--- config.mk ---
export PLATFORM = sky130hd
export DESIGN_NAME = vec_mac_unit
export DESIGN_NICKNAME = d
export VERILOG_FILES = /design/src/rtl/vec_mac_unit.sv
export SDC_FILE = /design/constraint.sdc
export NUM_CORES = 2
export LEC_CHECK = 0
export ABC_AREA = 1
export ABC_CLOCK_PERIOD_IN_PS = 10800
export BUFFER_PORTS_ARGS = -buffer_cell sky130_fd_sc_hd__buf_2
export CORE_MARGIN = 4
export CORE_UTILIZATION = 45
export CTS_BUF_LIST = sky130_fd_sc_hd__clkbuf_8
export DETAILED_ROUTE_END_ITERATION = 12
export PLACE_DENSITY = 0.72
export SYNTH_ARGS = -nofsm -noshare
export SYNTH_HDL_FRONTEND = slang
export SYNTH_SLANG_ARGS = --single-unit
--- constraint.sdc ---
create_clock -name clk -period 10.8 [get_ports clk]
set_input_delay 0.54 -clock clk [delete_from_list [all_inputs] [get_ports clk]]
set_output_delay 0.54 -clock clk [all_outputs]
set_load 0.005 [all_outputs]
--- src/rtl/vec_mac_unit.sv ---
// vec_mac_unit: streaming signed fixed-point dot-product engine.
// Each beat multiplies EP lane pairs (stage P) and sums them in a registered
// adder tree (stage S). Stage A accumulates across beats until in_last, then
// converts the total to Q(WIO.WFO) with saturation and presents it on a
// valid/ready output. The whole pipeline stalls while a result waits.
module vec_mac_unit #(
  parameter int EP    = 3,
  parameter int WI1   = 4,
  parameter int WF1   = 12,
  parameter int WI2   = 4,
  parameter int WF2   = 12,
  parameter int WIO   = 10,
  parameter int WFO   = 22,
  parameter int GUARD = 8
) (
  input  logic                         clk,
  input  logic                         reset,
  input  logic [EP*(WI1+WF1)-1:0]      in1,
  input  logic [EP*(WI2+WF2)-1:0]      in2,
  input  logic                         in_valid,
  input  logic                         in_last,
  output logic                         in_ready,
  output logic [WIO+WFO-1:0]           out_data,
  output logic                         out_ovf,
  output logic                         out_valid,
  input  logic                         out_ready
);

  // Lane widths and derived internal formats
  localparam int W1  = WI1 + WF1;              // in1 lane width
  localparam int W2  = WI2 + WF2;              // in2 lane width
  localparam int PW  = W1 + W2;                // full-precision product width
  localparam int LG  = (EP > 1) ? $clog2(EP) : 0; // tree growth bits
  localparam int SW  = PW + LG;                // tree sum width
  localparam int FIN = WF1 + WF2;              // internal fraction bits
  localparam int AW  = WI1 + WI2 + LG + GUARD + FIN; // accumulator width
  localparam int OW  = WIO + WFO;              // output width

  // Alignment of the internal fraction to the output fraction
  localparam int RSH = (FIN > WFO) ? (FIN - WFO) : 0;
  localparam int LSH = (WFO > FIN) ? (WFO - FIN) : 0;

  // Conversion workspace: wide enough for the aligned accumulator and the
  // output limits, plus one bit so the limits compare as signed numbers.
  localparam int CW  = (((AW + LSH) > OW) ? (AW + LSH) : OW) + 1;

  localparam logic signed [AW-1:0] ACC_MAX = {1'b0, {(AW-1){1'b1}}};
  localparam logic signed [AW-1:0] ACC_MIN = {1'b1, {(AW-1){1'b0}}};
  localparam logic signed [CW-1:0] OUT_MAX = {{(CW-OW+1){1'b0}}, {(OW-1){1'b1}}};
  localparam logic signed [CW-1:0] OUT_MIN = ~OUT_MAX;

  // Global advance: everything moves unless a result is stuck at the output
  logic adv_s;

  // Stage P
  logic signed [PW-1:0] prod_s [EP];
  logic signed [PW-1:0] prod_r [EP];
  logic                 p_valid_r;
  logic                 p_last_r;

  // Stage S
  logic signed [SW-1:0] tree_s;
  logic signed [SW-1:0] s_sum_r;
  logic                 s_valid_r;
  logic                 s_last_r;

  // Stage A
  logic signed [AW-1:0] acc_r;
  logic                 sticky_r;
  logic signed [AW:0]   acc_sum_s;
  logic                 acc_ovf_s;
  logic signed [AW-1:0] acc_sat_s;

  // Output conversion
  logic signed [CW-1:0] conv_ext_s;
  logic signed [CW-1:0] conv_shift_s;
  logic                 conv_sat_s;
  logic [OW-1:0]        conv_data_s;
  logic                 res_ovf_s;

  assign adv_s    = !out_valid || out_ready;
  assign in_ready = adv_s;

  // Lane products at full precision; the product always fits in PW bits
  always_comb begin
    for (int i = 0; i < EP; i++) begin
      prod_s[i] = PW'($signed(in1[i*W1 +: W1])) * PW'($signed(in2[i*W2 +: W2]));
    end
  end

  // Stage P registers: products plus beat qualifiers; in_last only counts with in_valid
  always_ff @(posedge clk) begin
    if (reset) begin
      for (int i = 0; i < EP; i++) begin
        prod_r[i] <= '0;
      end
      p_valid_r <= 1'b0;
      p_last_r  <= 1'b0;
    end else if (adv_s) begin
      for (int i = 0; i < EP; i++) begin
        prod_r[i] <= prod_s[i];
      end
      p_valid_r <= in_valid;
      p_last_r  <= in_valid && in_last;
    end
  end

  // Adder tree over the registered products, sign-extended so it cannot wrap
  always_comb begin
    tree_s = '0;
    for (int i = 0; i < EP; i++) begin
      tree_s = tree_s + SW'(prod_r[i]);
    end
  end

  // Stage S registers: reduced beat sum and its qualifiers
  always_ff @(posedge clk) begin
    if (reset) begin
      s_sum_r   <= '0;
      s_valid_r <= 1'b0;
      s_last_r  <= 1'b0;
    end else if (adv_s) begin
      s_sum_r   <= tree_s;
      s_valid_r <= p_valid_r;
      s_last_r  <= p_last_r;
    end
  end

  // Accumulator add with one extra bit, clamped back into the accumulator range
  always_comb begin
    acc_sum_s = (AW+1)'(acc_r) + (AW+1)'(s_sum_r);
    acc_ovf_s = 1'b0;
    acc_sat_s = acc_sum_s[AW-1:0];
    if (acc_sum_s[AW] != acc_sum_s[AW-1]) begin
      acc_ovf_s = 1'b1;
      if (acc_sum_s[AW]) begin
        acc_sat_s = ACC_MIN;
      end else begin
        acc_sat_s = ACC_MAX;
      end
    end else begin
      acc_ovf_s = 1'b0;
    end
  end

  // Convert the running total to the output format: floor the fraction, saturate the integer
  always_comb begin
    conv_ext_s   = CW'(acc_sat_s);
    conv_shift_s = (conv_ext_s >>> RSH) <<< LSH;
    conv_sat_s   = 1'b0;
    conv_data_s  = conv_shift_s[OW-1:0];
    if (conv_shift_s > OUT_MAX) begin
      conv_sat_s  = 1'b1;
      conv_data_s = OUT_MAX[OW-1:0];
    end else if (conv_shift_s < OUT_MIN) begin
      conv_sat_s  = 1'b1;
      conv_data_s = OUT_MIN[OW-1:0];
    end else begin
      conv_sat_s  = 1'b0;
    end
    res_ovf_s = conv_sat_s || acc_ovf_s || sticky_r;
  end

  // Stage A: accumulate non-last beats, clear on the last beat; bubbles leave acc alone
  always_ff @(posedge clk) begin
    if (reset) begin
      acc_r    <= '0;
      sticky_r <= 1'b0;
    end else if (adv_s && s_valid_r) begin
      if (s_last_r) begin
        acc_r    <= '0;
        sticky_r <= 1'b0;
      end else begin
        acc_r    <= acc_sat_s;
        sticky_r <= sticky_r || acc_ovf_s;
      end
    end
  end

  // Output register: load on a last beat, drop valid when drained with nothing new
  always_ff @(posedge clk) begin
    if (reset) begin
      out_data  <= '0;
      out_ovf   <= 1'b0;
      out_valid <= 1'b0;
    end else if (adv_s) begin
      out_valid <= s_valid_r && s_last_r;
      if (s_valid_r && s_last_r) begin
        out_data <= conv_data_s;
        out_ovf  <= res_ovf_s;
      end
    end
  end

endmodule

==> impl_metrics.csv <==
group,metric,value,unit
outcome,status,"finished, final reports clean",
sta,report.final.slew_viol_count,0,
global_route,antenna_found_initial,0,
worst_setup_path,crit_start,"in2[31]",
finish,num_antenna_cells,0,
flow_run,drv_cap,0,
worst_setup_path,cp_cell_sequence,"buf_2 > inv_1 > or2_2 > fa_1 > fa_1 > inv_1 > fa_1 > fa_1 > fa_1 > inv_1 > fa_1 > inv_1 > ha_1 > a21oi_1 > o21ai_0 > a21oi_1 > nand3_1 > a31o_2 > a21oi_1 > o21ai_0 > a21oi_1 > nand2_1 > nand2_1 > nor2_1",
global_route,grt_use_total,20.8,%
logic_synthesis,netlist_instances,5643,
sta,setup_ws,4.76,ns
global_route,grt_max_degree,79,
sta,layout_min_cycle_time,6.04,ns
worst_setup_path,r2r-end,"out_data[9]",
place,dp_hpwl,85.4,mm
worst_setup_path,r2r_slack,6.41,ns
routing,drcViolationCount,0,
global_route,use_met2,34.9,%
floorplan,fp-row-count,113,
worst_setup_path,cpMostUsedCell,"fa_1",
routing,avgRoutedWirePerCell,15.2,µm
clock_tree,cts_sinks,211,
finish,drive_above_1_share,4.43,%
finish,areaGrowthSynthToFinish,5.17,%
routing,via_count,34349,
place,portBuffers,135,
worst_setup_path,r2r-start,"s_sum_r[33]",
floorplan,start_util,45.6,%
routing,firstDrtPassIters,6,
routing,drtIter0Drc,2402,
worst_setup_path,arrival,6.36,ns
clock_tree,ctsRootBufferMaster,"clkbuf_8",
logic_synthesis,syn_nets,6884,
clock_tree,cts_tree,"done",
logic_synthesis,synth_warnings,0,
worst_setup_path,start_kind,"input pin",
worst_setup_path,endpoint_kind,"flop",
floorplan,die_h,319,µm
logic_synthesis,seq_area_frac_synth,11.9,%
routing,via_per_inst,4.99,
sta,rsz0062_at_grt,"no",
sta,finClkSkew,0.0168,ns
finish,fin_util,47.9,%
sta,fmax,0.165,GHz
logic_synthesis,synth-seq-cells,211,
sta,tns,0,ns
finish,layout.nets,6838,
logic_synthesis,ys.flop_type,"dfxtp_1",
clock_tree,post_cts_buffers,0,
global_route,grt.busiest_layer,"met2",
clock_tree,cts_made_buffers,37,
floorplan,dieArea,102000,µm²
logic_synthesis,synth_area,43500,µm²
worst_hold_path,min_path_type,"input pin to flop",
worst_setup_path,slowest_delay,0.50,ns
worst_setup_path,required,11.11,ns
sta,worstMarginPinSlew,1.10,ns
routing,final_antenna_net_count,0,
clock_tree,clk-insertion-delay-late,0.56,ns
clock_tree,clockBufferDepth,3,
global_route,use_met3,2.54,%
finish,fillerInstances,9207,
worst_setup_path,crit_slowest_cell,"fa_1",
sta,hold_viol,0,
sta,slew_headroom,26.8,%
clock_tree,htree_num_levels,2,
place,placed_area,45000,µm²
sta,setup-violations-final,0,
finish,multiInputGateArea,31600,µm²
worst_setup_path,reg2reg_depth,16,
worst_setup_path,path_class,"input pin to flop",
sta,period_share,56.0,%
floorplan,ioPinCount,136,
finish,regArea,5180,µm²
global_route,grt_overflow_total,0,
routing,drt-total-wl,105,mm
worst_setup_path,cp-endpoint,"prod_r[0][60]",
logic_synthesis,synth_top_area_share,37.7,%
global_route,grt_pass1_vias,35359,
global_route,grt_first_pass_wirelength,176,mm
global_route,grt_util_met1,28.6,%
floorplan,core_area,95400,µm²
logic_synthesis,synth_edf_count,96,
finish,final_area,45700,µm²
floorplan,die_w,319,µm
clock_tree,holdBufCountCts,0,
worst_setup_path,crit_fanout,17,
logic_synthesis,async_reset_ff_share,0,%
logic_synthesis,synth_area_leaders,"fa_1 38%, inv_1 13%, nand2_1 12%, ha_1 9.2%, edfxtp_1 6.6%",
place,gp_congestion,0.905,
clock_tree,cts-resized-gates,0,
clock_tree,clk_pin_slew,0.06,ns
finish,layout_commonest_cell,"inv_1",
logic_synthesis,yosys.area.top_type,"fa_1",
logic_synthesis,avgSynthCellArea,7.71,µm²
place,post-place-ws,4.29,ns
finish,final_cell_mix,"1548 x inv_1, 1377 x nand2_1, 820 x fa_1, 327 x a21oi_1, 320 x ha_1",
logic_synthesis,yosys.cell_types.count,46,
## worst min path at each step
stage	endpoint	startpoint	cells past startpoint
after floorplan	s_sum_r[11]	s_sum_r[11]	2
after global placement	acc_r[26]	acc_r[26]	2
after detailed placement	s_sum_r[22]	s_sum_r[22]	2
after CTS	p_valid_r	in_valid	3
after global routing	p_valid_r	in_valid	3
final	p_valid_r	in_valid	3
## final cells by class
| type | count | area share, % |
|---|---|---|
| multi-input combinational | 3655 | 69.2 |
| tap | 1265 | 3.46 |
| sequential | 211 | 11.3 |
| clock buffer | 47 | 1.41 |
| inverter | 1549 | 12.7 |
| clock inverter | 20 | 0.306 |
| timing repair buffer | 143 | 1.61 |
## per-stage QoR
step                cells  hold WS (ns)
floorplan            5643         0.433
global placement     6823         0.456
detailed placement   6823         0.452
CTS                  6890         0.211
global route         6890         0.249
finish               6890         0.249
## routing by layer
| metal | share of wire [%] | vias up |
|---|---|---|
| met5 | 0 | - |
| met1 | 43 | 16595 |
| li1 | - | 16445 |
| met3 | 6.7 | 185 |
| met2 | 47 | 1124 |
| met4 | 2.9 | 0 |
## synth_stat cells (all sizes together), types with 3 or more instances
library cell  count
nand3            87
nand4            17
a21o             17
xor2             22
nor4              7
ha              320
a211oi            4
nor2            296
o221ai            3
xnor2            45
nand2          1384
or2              16
a31o              3
dfxtp           115
a221oi            4
o211ai            8
clkbuf          210
o21a             25
o21ai           151
a21oi           327
buf              18
o2111ai           3
inv            1547
nand3b            8
o21bai           22
nor3             25
edfxtp           96
a31oi            27
fa              820
a21boi            5
## state kept, by name (all words and copies together) (netlist names)
name       count
acc_r         42
out_data      32
out_ovf        1
out_valid      1
p_last_r       1
p_valid_r      1
prod_r        96
s_last_r       1
s_sum_r       34
s_valid_r      1
sticky_r       1
## kinds of logic after synthesis
kind of cell	after synthesis	share of synthesized area (%)
xor+xnor	67	1.35
flops	211	11.9
buf+inv	1777	15.4
fa+ha+maj	1140	46.9
simple gates	1842	16.7
compound gates	606	7.68
## critical path: cells and delay by family
kind	cells	cell delay, ns
AO/OA/AOI/OAI	7	1.38
AND/OR/NAND/NOR	5	0.58
buffers and inverters	5	0.68
adder cells (fa/ha/maj)	7	3.19
Power is not shown: default switching activity piles up to over one toggle a cycle in this logic, so the estimate is an artifact.
